<file path="src/rtl/hazard_ctrl_gen2.sv">
// Hazard controller for the 5-stage core: stage enables/flushes, PC select,
// configurable load-use bubbles, dmem wait watchdog and stall/flush counters.
module hazard_ctrl_gen2 #(
    parameter int RW         = 5,
    parameter int LINK       = 31,
    parameter int LU_BUBBLES = 1,
    parameter int MEM_TO     = 64,
    parameter int CNT_W      = 32
) (
    input  logic             CLK,
    input  logic             nRST,
    input  logic             ihit,
    input  logic             dhit,
    input  logic             me_ldst,
    input  logic             ex_ren,
    input  logic [RW-1:0]    ex_rdst,
    input  logic [RW-1:0]    rs,
    input  logic [RW-1:0]    rt,
    input  logic [2:0]       pcsrc,
    input  logic             equal,
    input  logic             err_clr,
    input  logic             cnt_clr,
    output logic             pcen,
    output logic             deen,
    output logic             exen,
    output logic             meen,
    output logic             wben,
    output logic             deflush,
    output logic             exflush,
    output logic             meflush,
    output logic [1:0]       pcsel,
    output logic             mem_err,
    output logic [CNT_W-1:0] stall_cycles,
    output logic [CNT_W-1:0] flush_count
);

    typedef enum logic [1:0] {ST_RUN = 2'd0, ST_LU_STALL = 2'd1, ST_HALT = 2'd2} state_t;

    localparam int               WCW      = (MEM_TO > 0) ? $clog2(MEM_TO + 1) : 1;
    localparam logic [WCW-1:0]   TO_LAST  = WCW'((MEM_TO > 0) ? MEM_TO - 1 : 0);
    localparam logic [1:0]       BUB_LOAD = 2'((LU_BUBBLES > 1) ? LU_BUBBLES - 2 : 0);
    localparam logic [CNT_W-1:0] CNT_MAX  = {CNT_W{1'b1}};

    state_t           state_r, state_n;
    logic [2:0]       br_r;
    logic [1:0]       bub_cnt_r, bub_cnt_n;
    logic [WCW-1:0]   wait_cnt_r;
    logic             mem_err_r;
    logic [CNT_W-1:0] stall_cnt_r, flush_cnt_r;

    logic lu_hazard_s, lu_rule_s, taken_s, mem_wait_s, timeout_s, recover_s;

    // Hazard classification from decode/execute/memory stage state.
    always_comb begin
        lu_hazard_s = ex_ren && (ex_rdst != {RW{1'b0}}) &&
                      ((rs == ex_rdst) || (rt == ex_rdst) ||
                       ((pcsrc == 3'd1) && (ex_rdst == RW'(LINK))));
        lu_rule_s   = (state_r == ST_LU_STALL) || lu_hazard_s;
        taken_s     = ((br_r == 3'd3) && equal) || ((br_r == 3'd4) && !equal);
        mem_wait_s  = me_ldst && !dhit;
        timeout_s   = (MEM_TO > 0) && mem_wait_s && (wait_cnt_r == TO_LAST);
        recover_s   = (state_r == ST_HALT) && err_clr && !timeout_s;
    end

    // Prioritised enable/flush/PC-select generation.
    always_comb begin
        pcen = 1'b0; deen = 1'b0; exen = 1'b0; meen = 1'b0; wben = 1'b0;
        deflush = 1'b0; exflush = 1'b0; meflush = 1'b0;
        pcsel = 2'd0;
        if (state_r == ST_HALT) begin
            pcen = 1'b0;
        end else if (me_ldst) begin
            if (dhit && ihit) begin
                pcen = 1'b1; deen = 1'b1; exen = 1'b1; meen = 1'b1; wben = 1'b1;
            end else if (dhit) begin
                wben = 1'b1; meflush = 1'b1;
            end else begin
                wben = 1'b0;
            end
        end else if (lu_rule_s) begin
            meen = ihit; wben = ihit; exflush = ihit;
        end else if (taken_s) begin
            pcsel = 2'd3;
            pcen = ihit; meen = ihit; wben = ihit; exflush = ihit; deflush = ihit;
        end else if ((pcsrc == 3'd2) || (pcsrc == 3'd1)) begin
            pcsel = (pcsrc == 3'd2) ? 2'd2 : 2'd1;
            pcen = ihit; exen = ihit; meen = ihit; wben = ihit; deflush = ihit;
        end else begin
            pcen = ihit; deen = ihit; exen = ihit; meen = ihit; wben = ihit;
        end
    end

    // Next state and bubble counter; memory-stage stalls freeze the bubble count.
    always_comb begin
        state_n   = state_r;
        bub_cnt_n = bub_cnt_r;
        if (timeout_s) begin
            state_n = ST_HALT;
        end else if (state_r == ST_HALT) begin
            if (err_clr) begin
                state_n   = ST_RUN;
                bub_cnt_n = 2'd0;
            end else begin
                state_n = ST_HALT;
            end
        end else if (me_ldst) begin
            state_n = state_r;
        end else if (lu_rule_s && ihit) begin
            case (state_r)
                ST_RUN: begin
                    if (LU_BUBBLES > 1) begin
                        state_n   = ST_LU_STALL;
                        bub_cnt_n = BUB_LOAD;
                    end else begin
                        state_n = ST_RUN;
                    end
                end
                ST_LU_STALL: begin
                    if (bub_cnt_r == 2'd0) begin
                        state_n = ST_RUN;
                    end else begin
                        bub_cnt_n = bub_cnt_r - 2'd1;
                    end
                end
                default: state_n = ST_RUN;
            endcase
        end else begin
            state_n = state_r;
        end
    end

    // Control state, execute-stage branch code, watchdog and sticky error.
    always_ff @(posedge CLK or negedge nRST) begin
        if (!nRST) begin
            state_r    <= ST_RUN;
            bub_cnt_r  <= 2'd0;
            br_r       <= 3'd0;
            wait_cnt_r <= {WCW{1'b0}};
            mem_err_r  <= 1'b0;
        end else begin
            state_r   <= state_n;
            bub_cnt_r <= bub_cnt_n;
            if (recover_s || exflush) begin
                br_r <= 3'd0;
            end else if (exen) begin
                br_r <= pcsrc;
            end
            if (recover_s || !mem_wait_s) begin
                wait_cnt_r <= {WCW{1'b0}};
            end else begin
                wait_cnt_r <= wait_cnt_r + WCW'(1);
            end
            if (timeout_s) begin
                mem_err_r <= 1'b1;
            end else if (recover_s) begin
                mem_err_r <= 1'b0;
            end
        end
    end

    // Saturating performance counters; HALT cycles are not stalls.
    always_ff @(posedge CLK or negedge nRST) begin
        if (!nRST) begin
            stall_cnt_r <= {CNT_W{1'b0}};
            flush_cnt_r <= {CNT_W{1'b0}};
        end else if (cnt_clr) begin
            stall_cnt_r <= {CNT_W{1'b0}};
            flush_cnt_r <= {CNT_W{1'b0}};
        end else begin
            if (!pcen && (state_r != ST_HALT) && (stall_cnt_r != CNT_MAX)) begin
                stall_cnt_r <= stall_cnt_r + CNT_W'(1);
            end
            if ((deflush || exflush) && (flush_cnt_r != CNT_MAX)) begin
                flush_cnt_r <= flush_cnt_r + CNT_W'(1);
            end
        end
    end

    assign mem_err      = mem_err_r;
    assign stall_cycles = stall_cnt_r;
    assign flush_count  = flush_cnt_r;

endmodule

</file>
<file path="config.mk">
export PLATFORM = sky130hd
export DESIGN_NAME = hazard_ctrl_gen2
export DESIGN_NICKNAME = d
export VERILOG_FILES = /design/src/rtl/hazard_ctrl_gen2.sv
export SDC_FILE = /design/constraint.sdc
export NUM_CORES = 1
export LEC_CHECK = 0
export CAP_MARGIN = 20
export CELL_PAD_IN_SITES_DETAIL_PLACEMENT = 0
export CELL_PAD_IN_SITES_GLOBAL_PLACEMENT = 2
export CORE_AREA = 2 2 125 127
export DETAILED_ROUTE_END_ITERATION = 10
export DIE_AREA = 0 0 127 129
export GPL_ROUTABILITY_DRIVEN = 0
export PLACE_DENSITY = 0.82
export SYNTH_ARGS = -nofsm -noshare
export SYNTH_HDL_FRONTEND = slang
export SYNTH_SLANG_ARGS = --single-unit
</file>
<file path="constraint.sdc">
create_clock -name CLK -period 2.5 [get_ports CLK]
set_input_delay 0.375 -clock CLK [delete_from_list [all_inputs] [get_ports CLK]]
set_output_delay 0.375 -clock CLK [all_outputs]
set_load 0.01 [all_outputs]
</file>
== Word-level counts from Yosys, hierarchy flattened ==
Cells that the tools add are included.
Cells by class
  shifts and indexed selects: 0
  add/sub/neg operators: 4
  reductions and logical operators: 38
  bitwise logic cells: 1
  eq/ne operators: 18
  mux-type cells: 59
  multipliers: 0
  order comparisons: 0
  divide/modulo/power cells: 0
Operators by type and width (count)
  32-bit two-way mux: 4
  32-bit by 1-bit adder with 32-bit output, second input constant: 2
  32-bit != test, second input constant: 2
  2-bit two-way mux: 19
  1-bit two-way mux: 33
  1-bit logical AND: 14
  2-bit nonzero test: 6
  5-bit == test: 2
  1-bit logical OR: 8
  7-bit by 1-bit adder with 7-bit output, second input constant: 1
  7-bit by 6-bit == test with 1-bit output, second input constant: 1
  7-bit two-way mux: 1
  3-bit by 2-bit == test with 1-bit output, second input constant: 2
  3-bit two-way mux: 2
  2-bit != test, second input constant: 3
  6-bit AND reduction: 1
  5-bit == test, second input constant: 1
  1-bit zero test: 5
  5-bit nonzero test: 1
  4-bit by 2-bit != test with 1-bit output, second input constant: 1
  3-bit by 1-bit == test with 1-bit output, second input constant: 1
  3-bit == test, second input constant: 1
  3-bit by 1-bit != test with 1-bit output, second input constant: 1
  3-bit AND reduction: 1
  7 further kinds: 7
Word-level totals
  memories: 0
  ROM bits: 0
  flip-flop bits (word level): 79
  RAM bits: 0
  logic and storage cells: 127
  output and inout bits: 75
  bits in latches: 0
  bits of input ports: 27

== Logic depth before layout (Yosys ltp) ==
  depth in word-level cells: 13
  depth in mapped cells: 9
  gate-level depth less buffers: 8

== Worst setup path before layout ==
Ideal clock, no wire load.
  kind: input -> register
  start point: in ex_rdst[0]
  end point: reg br_r[0]
  path buffers: 1
  library setup time: 0.125 ns
  data required time: 2.375 ns
  arrival time: 2.063 ns
  cell stages on the path: 7
  path slack: 0.312 ns
  cell sequence: or4_1 > o21a_1 > o21a_1 > o21ai_0 > and2_1 > clkbuf_1 > mux2_2
Between the ends
  elaborated cells on any way between the ends: 19
  those cells by class: eq/ne: 3; mux: 7; reduce/logical: 9
RTL lines
  from (decl): line 16  | input logic [RW-1:0] ex_rdst,
  5-bit == test, on equally long branches: line 56, 57
  1-bit logical OR / 1-bit logical AND (equally long branches): line 56, 57
  1-bit logical OR: line 56  | ((rs == ex_rdst) || (rt == ex_rdst) ||
  1-bit logical AND *: line 55  | lu_hazard_s = ex_ren && (ex_rdst != {RW{1'b0}}) &&
  1-bit logical OR *: line 58  | lu_rule_s = (state_r == ST_LU_STALL) || lu_hazard_s;
  1-bit two-way mux *: line 80  | end else if (lu_rule_s) begin
  1-bit two-way mux *: line 72  | end else if (me_ldst) begin
  1-bit two-way mux *: line 70  | if (state_r == ST_HALT) begin
  via exen: line 25  | output logic exen,
  2-bit nonzero test (no line) *
  to (signal assigned): line 146  | br_r <= pcsrc;
  to (decl): line 45  | logic [2:0] br_r;
The timed path passes the listed nets; every way through them passes the cells marked *.
A chain may end at the register's enable or synchronous reset.

== Worst setup path after layout ==
  start point: reg br_r[1]
  end point: reg flush_cnt_r[29], in the netlist flush_count[29]
Between the ends
  longest elaborated chain between the ends: 10
  elaborated cells on any way between the ends: 16
  those cells by class: eq/ne: 2; mux: 8; reduce/logical: 6
Ends and longest elaborated chain
  3-bit by 2-bit == test with 1-bit output / 3-bit == test (equally long branches): line 59  | taken_s = ((br_r == 3'd3) && equal) || ((br_r == 3'd4) && !equal);
  1-bit logical AND: line 59
  1-bit logical OR *: line 59
  1-bit two-way mux: line 82  | end else if (taken_s) begin
  1-bit two-way mux: line 80
  1-bit two-way mux: line 72
  1-bit two-way mux: line 70
  1-bit logical OR *: line 173  | if ((deflush || exflush) && (flush_cnt_r != CNT_MAX)) begin
  1-bit logical AND *: line 173
  2-bit nonzero test (no line) *
  to (signal assigned): line 165  | flush_cnt_r <= {CNT_W{1'b0}};
  to (signal assigned): line 168  | flush_cnt_r <= {CNT_W{1'b0}};
  to (signal assigned): line 174  | flush_cnt_r <= flush_cnt_r + CNT_W'(1);
  to (decl): line 49  | logic [CNT_W-1:0] stall_cnt_r, flush_cnt_r;
Every way passes the cells marked *; elsewhere a longest branch is shown, timed or not.

==> flow_summary.toml <==
[run_status]
status = "finished with violations"
violations = "negative setup slack"

[synthesis]
synth_cell_types = 55
async_reset_ff_share_pct = 100
seq_area_frac_synth_pct = 42.9
synth.avg_cell_area_um2 = 9.17
synth_edf_count = 0
syn_inst = 483
yosys_most_used_dff = "dfrtp_1"
yosys_warnings = 0
synth_seq_cells = 76
netlist_area_um2 = 4430
syn_nets = 513

[floorplanning]
die_w_um = 127
start_util_pct = 29.6
die-area_um2 = 16400
die-height_um = 129
num_rows = 45
design.portCount = 102
core_um2 = 15000

[power_and_ir_drop]
power_density_nw_per_um2 = 465
ir_worst_vdd_mv = 0.314
p_leak_nw = 2.64

[global_route]
grt_max_degree = 47
grt_pass1_vias = 4029
overflow = 0
grt_pass1_wl_um = 20200
antenna_found_initial = 0
grtUsageTotal_pct = 15.4

[worst_setup_path]
critical_path.endpoint_type = "register"
ff2ff_setup_slack_ps = -20
r2r_start = "br_r[1]"
reg2reg_to = "flush_count[29]"
reg2reg_depth = 8
arrival_ps = 2790
crit_chain = "or4b_4, o211ai_4, nor2_4, buf_6, nor3_4, nand2_2, or4_1, a21oi_1"
slowest_delay_ps = 570
path_max_fanout = 5
critPathSlowestCell = "or4b_4"
critical_path_class = "register to register"
start_kind = "register"
cp.required_ps = 2770

[sta]
final-hold-violation-count = 0
worst_slack_ps = -19.5
worstMarginPinSlew_ps = 743
period_minus_slack_ps = 2520
clock_skew_ps = 4.87
holdWs_ps = 466
setup_viol_count_final = 1
post-route-period-util_pct = 101
relSlewSlack_pct = 50.5
grt_setup_unrepaired = "yes"
max_freq_mhz = 397
final_max_slew_viol_count = 0

[place]
dp_hpwl_um = 9130
io_buffers = 101
dp_cells = 802
place_ws_ps = -592

[clocking]
cts_tree = "done"
clock_latency_ps = 340
htree_num_levels = 3
clk_pin_slew_worst_paths_ps = 60
clock-root-buffer = "clkbuf_16"
cts_num_sinks = 76
clock_path_buffers = 2
numCtsBuffers = 9

[cells_and_area]
nNetsFinal = 670
diodes = 0
multi_input_area_um2 = 2500
fin_util_pct = 43.2
final.fill_count = 1474
layout.area.seq_um2 = 1900
final_cell_mix = "clkdlybuf4s50_1, dfrtp_1, nor2_1"
layout_commonest_cell = "clkdlybuf4s50_1"
fin_cells = 833
layout-drive-gt1-share_pct = 20.0
area_growth_pct = 46.1

[detailed_routing]
wirelength_met1_um = 6090
ant_nets = 0
highest_layer = "met4"
via_per_inst = 4.98
route.met2.wl_um = 5890
vias = 4151
drtPass1Iterations = 6
routedWlPerCell_um = 15.3
drcViolationCount = 0
dr.first_iter.drc_count = 156
wl_met3_um = 587
drt_wl_total_um = 12800

[run]
max-cap-violations = 0

[min_path]
holdPathEnd = "wait_cnt_r[0]"
min_from = "wait_cnt_r[0]"
hold_path_depth = 1
hold_class = "register to register"
==> state kept, by name, summed over array words and instances, names as in the netlist <==
name and flops:
stall_cycles 32, mem_err 1, flush_count 32, wait_cnt_r 7, br_r 3, state_r 1
==> through the flow <==
stage,TNS [ps],power (mW),area [µm²]
final,-19.5,3.01,6470
after detailed placement,-19590,1.67,5960
after CTS,0,3.02,6320
after global placement,-15490,1.67,5960
after global routing,-226,3.15,6470
after floorplan,0,1.45,4430
==> where the power goes <==
group	switching, mW	total (mW)	internal [mW]
Combinational	0.210	0.417	0.207
Clock	0.531	1.33	0.798
Sequential	0.0161	1.27	1.25
Total	0.757	3.01	2.25
==> kinds of logic (layout without fill, tap and decap cells) <==
| family | after synthesis | in the layout | share of synthesized area (%) |
|---|---|---|---|
| simple gates | 257 | 259 | 32.6 |
| xor+xnor | 55 | 55 | 10.9 |
| mux | 7 | 7 | 1.81 |
| flops | 76 | 76 | 42.9 |
| compound gates | 56 | 56 | 7.69 |
| fa+ha+maj | 3 | 3 | 0.848 |
| buf+inv | 29 | 189 | 3.28 |
==> cell usage after synthesis, types with 2 or more instances <==
library cell	instances	area [µm²]
dfrtp_1	76	1900
nor2_1	61	229
nand2_1	34	128
xnor2_1	33	289
nand3_1	29	145
nor3_1	24	120
a21oi_1	23	115
xor2_1	22	193
nand4_1	21	131
o21ai_0	17	85.1
or3_1	16	100
and3_1	13	81.3
clkbuf_1	12	45.0
or4_1	10	75.1
and4_1	9	78.8
inv_1	9	33.8
and2_1	8	50.1
o31ai_1	7	52.6
nor3b_1	6	45.0
buf_6	4	45.0
and3_2	3	22.5
ha_1	3	37.5
mux2_2	3	33.8
nand2b_1	3	18.8
nor3_2	3	30.0
buf_2	2	10.0
mux2i_1	2	20.0
nor2b_1	2	12.5
o21a_1	2	15.0
==> worst max-delay path: cells and delay by family (launching register included) <==
kind | cells | cell delay (ps)
flip-flops | 1 | 400
buffers and inverters | 1 | 130
AO/OA/AOI/OAI | 2 | 250
AND/OR/NAND/NOR | 5 | 1670
==> how the worst max path moves through the flow <==
stage / cells after the start / slack, ps / start / end
after floorplan: 7 / 310 / ex_rdst[0] / br_r[0]
after global placement: 7 / -570 / ex_rdst[0] / pcsel[1]
after detailed placement: 7 / -590 / ex_rdst[0] / pcsel[1]
after CTS: 8 / 2 / rt[4] / pcsel[1]
after global routing: 8 / -110 / br_r[1] / flush_count[29]
final: 8 / -20 / br_r[1] / flush_count[29]
==> layer usage <==
| metal | vias up | GRT usage, % |
|---|---|---|
| met5 | - | 0 |
| met4 | 0 | 5.88 |
| met3 | 14 | 3.49 |
| met2 | 90 | 24.2 |
| met1 | 2014 | 20.7 |
| li1 | 2033 | - |
==> final cells by class <==
class	count	area share, %
multi-input cells	380	38.6
flip-flops and latches	76	29.4
repair buffers	163	23.1
clock buffers	10	3.69
well taps	188	3.64
clock inverters	6	0.986
inverters	10	0.580
==> what timing repair did <==
item	in CTS	in global routing
gates resized for setup	40	23
hold buffers	1	0
setup endpoints to repair	17	23
pin swaps	8	20
cloned	0	2
setup buffers	5	7
endpoints found under the hold margin	30	0
No activity file was read; power rests on OpenSTA's default activity.
